[src/rtl/pipo_ctr_controller_pkg.sv]
// Shared PIPO types plus the counter-mode controller's sizing constants and state encoding.
package PIPODefinitions;

  typedef logic [63:0]  state_t;
  typedef logic [127:0] roundKey_t;

  localparam int PIPE_LAT    = 13;
  localparam int OFIFO_DEPTH = 16;

  typedef enum logic [1:0] {
    IDLE,
    READY,
    RUN,
    DRAIN
  } ctrl_state_t;

endpackage

[src/rtl/pipo_ctr_controller_out_fifo.sv]
// Synchronous result FIFO holding {last, data}; reads as zero while empty.
module pipo_out_fifo #(
  parameter int DEPTH = 16,
  parameter int WIDTH = 65
) (
  input  logic                         clk,
  input  logic                         reset,
  input  logic                         push,
  input  logic [WIDTH-1:0]             push_data,
  input  logic                         pop,
  output logic [WIDTH-1:0]             pop_data,
  output logic                         empty,
  output logic [$clog2(DEPTH+1)-1:0]   count
);

  localparam int AW = $clog2(DEPTH);
  localparam int CW = $clog2(DEPTH + 1);

  logic [WIDTH-1:0] mem [DEPTH];
  logic [AW-1:0]    wr_ptr;
  logic [AW-1:0]    rd_ptr;
  logic             do_push;
  logic             do_pop;

  assign empty    = (count == '0);
  assign do_push  = push && (count != CW'(DEPTH));
  assign do_pop   = pop && !empty;
  assign pop_data = empty ? '0 : mem[rd_ptr];

  always_ff @(posedge clk) begin
    if (do_push) mem[wr_ptr] <= push_data;
  end

  always_ff @(posedge clk) begin
    if (reset) begin
      wr_ptr <= '0;
      rd_ptr <= '0;
      count  <= '0;
    end else begin
      if (do_push) wr_ptr <= wr_ptr + 1'b1;
      if (do_pop)  rd_ptr <= rd_ptr + 1'b1;
      case ({do_push, do_pop})
        2'b10:   count <= count + 1'b1;
        2'b01:   count <= count - 1'b1;
        default: count <= count;
      endcase
    end
  end

endmodule

[src/rtl/pipo_ctr_controller.sv]
// Counter-mode sequencer around an external fixed-latency PIPO core: issues blocks,
// tracks them with a tag pipe and buffers results in a credit-protected output FIFO.
//
//   state | meaning
//   IDLE  | no key loaded, inputs refused
//   READY | key valid, nothing in progress
//   RUN   | accepting blocks of a message
//   DRAIN | last block accepted, waiting for pipe and FIFO to empty
module pipo_ctr_controller
  import PIPODefinitions::*;
#(
  parameter int PIPE_LAT    = PIPODefinitions::PIPE_LAT,
  parameter int OFIFO_DEPTH = PIPODefinitions::OFIFO_DEPTH
) (
  input  logic      clk,
  input  logic      reset,
  input  logic      key_load,
  input  roundKey_t key_in,
  input  state_t    iv_in,
  input  logic      in_valid,
  output logic      in_ready,
  input  state_t    in_data,
  input  logic      in_last,
  output logic      out_valid,
  input  logic      out_ready,
  output state_t    out_data,
  output logic      out_last,
  output state_t    core_data,
  output state_t    core_counter,
  output roundKey_t core_key,
  input  state_t    core_result,
  output logic      busy
);

  localparam int CW = $clog2(OFIFO_DEPTH + 1);
  localparam int IW = $clog2(PIPE_LAT + 1);

  ctrl_state_t         state, state_nxt;
  roundKey_t           key_q;
  state_t              counter;
  logic [PIPE_LAT-1:0] tag_v;
  logic [PIPE_LAT-1:0] tag_l;
  logic [IW-1:0]       inflight;
  logic [CW-1:0]       fifo_count;
  logic [CW:0]         credit_used;
  logic                fifo_empty;
  logic                xfer;
  logic                push;
  logic                pop;
  logic                load_key;
  logic [64:0]         fifo_rd;

  assign credit_used = (CW+1)'(fifo_count) + (CW+1)'(inflight);
  assign in_ready    = ((state == READY) || (state == RUN)) &&
                       (credit_used < (CW+1)'(OFIFO_DEPTH));
  assign xfer        = in_valid && in_ready;
  // A block offered alongside key_load in READY wins; the key only moves with nothing in flight.
  assign load_key    = key_load && ((state == IDLE) || ((state == READY) && !xfer));
  assign push        = tag_v[PIPE_LAT-1];
  assign out_valid   = !fifo_empty;
  assign pop         = out_valid && out_ready;
  assign {out_last, out_data} = fifo_rd;
  assign core_key    = key_q;
  assign busy        = (inflight != '0) || !fifo_empty;

  always_comb begin
    state_nxt = state;
    case (state)
      IDLE:    if (key_load) state_nxt = READY;
      READY:   if (xfer) state_nxt = in_last ? DRAIN : RUN;
      RUN:     if (xfer && in_last) state_nxt = DRAIN;
      DRAIN:   if ((inflight == '0) && fifo_empty) state_nxt = READY;
      default: state_nxt = IDLE;
    endcase
  end

  always_ff @(posedge clk) begin
    if (reset) begin
      state        <= IDLE;
      key_q        <= '0;
      counter      <= '0;
      core_data    <= '0;
      core_counter <= '0;
      tag_v        <= '0;
      tag_l        <= '0;
      inflight     <= '0;
    end else begin
      state <= state_nxt;
      tag_v <= {tag_v[PIPE_LAT-2:0], xfer};
      tag_l <= {tag_l[PIPE_LAT-2:0], xfer && in_last};
      if (load_key) begin
        key_q   <= key_in;
        counter <= iv_in;
      end else if (xfer) begin
        core_data    <= in_data;
        core_counter <= counter;
        counter      <= counter + 64'd1;
      end
      case ({xfer, push})
        2'b10:   inflight <= inflight + 1'b1;
        2'b01:   inflight <= inflight - 1'b1;
        default: inflight <= inflight;
      endcase
    end
  end

  pipo_out_fifo #(
    .DEPTH (OFIFO_DEPTH),
    .WIDTH (65)
  ) u_fifo (
    .clk       (clk),
    .reset     (reset),
    .push      (push),
    .push_data ({tag_l[PIPE_LAT-1], core_result}),
    .pop       (pop),
    .pop_data  (fifo_rd),
    .empty     (fifo_empty),
    .count     (fifo_count)
  );

endmodule

[config.mk]
export PLATFORM = sky130hd
export DESIGN_NAME = pipo_ctr_controller
export DESIGN_NICKNAME = d
export VERILOG_FILES = /design/src/rtl/pipo_ctr_controller_pkg.sv /design/src/rtl/pipo_ctr_controller_out_fifo.sv /design/src/rtl/pipo_ctr_controller.sv
export SDC_FILE = /design/constraint.sdc
export NUM_CORES = 2
export LEC_CHECK = 0
export CORE_MARGIN = 3
export CORE_UTILIZATION = 55
export DETAILED_ROUTE_END_ITERATION = 12
export HOLD_SLACK_MARGIN = 0.02
export PLACE_DENSITY = 0.91
export SLEW_MARGIN = 5
export SYNTH_ARGS = -nofsm -noshare
export SYNTH_HDL_FRONTEND = slang
export SYNTH_SLANG_ARGS = --single-unit
[constraint.sdc]
create_clock -name clk -period 10.6 [get_ports clk]
set_clock_uncertainty 0.15 [all_clocks]
set_input_delay 1.59 -clock clk [delete_from_list [all_inputs] [get_ports clk]]
set_output_delay 1.59 -clock clk [all_outputs]
set_load 0.01 [all_outputs]
==> run_results.csv <==
group,metric,value,unit
synthesis,syn_area,54300,um2
synthesis,synth_seq_cells,1409,
power,seqPwrFrac,48.8,%
synthesis,synth_most_common_cell,"edfxtp_1",
power,internal_power,9650,uW
cts,ctsResizeCount,0,
sta,drv_slew,0,
setup_path,critical_path.max_fanout,75,
global_routing,grt_max_degree,160,
power,swShare,26.4,%
cts,cts.sinks,1409,
run,cap_violations,0,
synthesis,synthTopCellsByCount,"edfxtp_1 (1040), nand2_1 (560), dfxtp_1 (369)",
synthesis,syn_inst,3400,
power,power.share.clock,38.6,%
routing,drt_iter0_drc,5794,
worst_hold_path,hp-start,"tag_v[5]$_SDFF_PP0_",
sta,worst_slew_pin_slew,1.23,ns
die,fp.dieH,320,um
global_routing,antenna_found_initial,38,
cells_and_area,area.growth.synth_to_final,22.8,%
placed_design,port_buffers,649,
setup_path,cp_common_cell,"mux4_2",
placed_design,routabilityCongestion,0.937,
cells_and_area,fillCellCount,5728,
setup_path,path_class,"reg2out",
cts,clk_latency,0.75,ns
die,start_util,55.8,%
synthesis,yosys.area.top_type,"edfxtp_1",
worst_hold_path,hold_path_depth,1,
run_status,outcome,"finished clean",
cells_and_area,nets,4358,
power,p_leak,0.0210,uW
power,power.density,197,nW/um2
setup_path,reg2reg_slack,6.15,ns
routing,final_antenna_net_count,0,
cts,ctsHtreeMaxLevel,4,
die,fp.dieW,320,um
cts,cts_tree,"done",
synthesis,yosysSeqAreaShare,71.1,%
global_routing,grt_pass1_vias,35000,
cts,cts_setup_buffers,0,
synthesis,async_flop_share,0,%
setup_path,cp.arrival,4.81,ns
worst_hold_path,whs_endpoint,"tag_v[6]$_SDFF_PP0_",
setup_path,end_kind,"output port",
power,power.switching,3460,uW
synthesis,synth_edf_count,1040,
worst_hold_path,hp-class,"reg2reg",
sta,timing.hold.ws,0.272,ns
sta,fmax,153,MHz
global_routing,grt_pass1_wl,260000,um
power,ir_worst_vdd,0.262,mV
synthesis,syn_avg_cell_area,16.0,um2
cts,cts_max_path_buffers,3,
die,design.core.area,97300,um2
setup_path,crit_path_start_kind,"flop",
setup_path,rr_worst_depth,6,
die,boundaryPins,650,
setup_path,critPathRequiredTime,8.86,ns
routing,num_vias,36200,
routing,drt_pass1_iterations,6,
setup_path,r2r-start,"u_fifo.count[0]$_SDFFE_PP0P_",
routing,wl,185000,um
die,rows,114,
synthesis,synth-main-ff-cell,"edfxtp_1",
synthesis,syn_nets,3748,
synthesis,synth_warnings,0,
global_routing,grt_overflow,0,
sta,tns,0,ns
sta,fin_crit_sh,61.8,%
cts,cts_buffers,140,
synthesis,synth_area_leaders,"edfxtp_1 (57%), dfxtp_1 (14%), mux4_2 (13%)",
setup_path,critPathMaxStageDelay,1.13,ns
power,combPwrFrac,12.6,%
global_routing,track_usage,35.6,%
setup_path,critPathTopFamily,"buffers and inverters",
die,dieArea,103000,um2
cts,path_clk_slew,0.06,ns
synthesis,yosysTopAreaCellShare,57.5,%
sta,hold_violations,0,
placed_design,dp_hpwl,105000,um
routing,route.detailed.drc,0,
sta,maxSlewHeadroom,17.7,%
routing,via_per_inst,6.67,
sta,period_needed,6.55,ns
synthesis,yosys.cell_types.count,61,
setup_path,reg2reg_to,"u_fifo.mem[7][32]$_DFFE_PP_",
setup_path,cp_cell_sequence,"buf_4 > mux4_2 > mux4_2 > and2_1 > clkdlybuf4s50_1",
routing,wl_per_cell,34.0,um
cts,clock-root-buffer,"clkbuf_16",
cts,cts_hold_buffers,0,
setup_path,slowest_stage,"dfxtp_4",
cells_and_area,drive_above_1_share,14.7,%
sta,finalSetupViolations,0,
sta,rsz0062_at_grt,"false",
setup_path,crit_buf_inv,2,
how the worst max path moves through the flow:
stage / end / cells past startpoint / from
after detailed placement: out_data[34] / 6 / flop
after global placement: out_data[33] / 6 / flop
final: out_data[26] / 5 / flop
after CTS: out_data[34] / 6 / flop
after floorplan: u_fifo.mem[3][0]$_DFFE_PP_ / 4 / u_fifo.count[0]$_SDFFE_PP0P_
after global routing: out_data[34] / 6 / flop
cells in the final DEF (no fill, tap or decap), drive strengths merged, types with 19 or more instances in the layout:
cell | netlist | final
nor2b | 25 | 25
nand2 | 560 | 560
diode | 0 | 30
and2 | 70 | 70
buf | 39 | 43
ha | 20 | 20
or4 | 20 | 20
edfxtp | 1040 | 1040
nand3 | 48 | 48
nor2 | 96 | 96
clkdlybuf4s50 | 0 | 648
xnor2 | 21 | 21
a211oi | 23 | 23
dfxtp | 369 | 369
clkbuf | 184 | 183
mux4 | 325 | 325
nor4 | 19 | 19
inv | 29 | 37
clkinv | 1 | 48
nand4 | 34 | 34
a21oi | 269 | 269
logic make-up (layout without fill, tap and decap cells):
kind of cell,after synthesis,count (layout),synth area share (%)
compound gates,402,402,4.38
xor+xnor,32,32,0.516
fa+ha+maj,22,22,0.534
buf+inv,253,973,1.79
flops,1409,1409,71.1
mux,330,330,13.6
other cells,0,30,0
simple gates,952,952,8.12
sequential cells by signal, summed over array words and instances, names as in the netlist, named ones only:
| register | count |
|---|---|
| core_key | 128 |
| u_fifo.rd_ptr | 4 |
| u_fifo.count | 5 |
| u_fifo.wr_ptr | 4 |
| state | 2 |
| tag_v | 13 |
| tag_l | 13 |
| inflight | 4 |
| u_fifo.mem | 1040 |
| core_data | 64 |
| core_counter | 64 |
| counter | 64 |
power by group through the flow:
stage | clock network [uW] | registers (uW) | logic (uW)
floorplan | 0 | 6500 | 743
global placement | 0 | 6490 | 1580
detailed placement | 0 | 6500 | 1630
CTS | 5100 | 6390 | 1640
global route | 5300 | 6420 | 1780
finish | 5070 | 6400 | 1650
metal layers:
metal	vias to the layer above	part of all wire (%)	global-route usage (%)
met2	3348	49	58.5
met4	18	6.5	19.3
met5	-	0.066	0
met3	660	12	10.2
met1	17900	32	43.1
li1	14300	-	-
layout make-up:
class	instances	area [um2]	area share [%]
diodes	30	75.1	0.113
clock inverters	69	724	1.09
clock buffers	183	3850	5.76
inverters	30	113	0.169
repair buffers	691	6840	10.3
well taps	1276	1600	2.39
flip-flops and latches	1409	38600	57.9
multi-input cells	1738	14900	22.3
worst reg2reg max path, stage by stage (launching register included):
cell and delay (ns):
dfxtp_1 0.46, nor4_1 0.16, a21boi_1 0.80, nand2_1 0.58, nor2_4 0.61, buf_4 0.52
buf_4 0.74
stage by stage:
stage	util (%)	setup slack (ns)	std cells	cell area, um2	total power, uW
2_1_floorplan	-	4.27	3400	54300	7240
3_3_place_gp	63.8	4.99	5144	62100	8070
3_5_place_dp	63.8	4.87	5144	62100	8130
4_1_cts	68.5	4.01	5396	66600	13100
5_1_grt	68.5	3.84	5409	66700	13500
6_report	68.6	4.05	5426	66700	13100
Note: power is estimated with default switching activity, not from simulation.
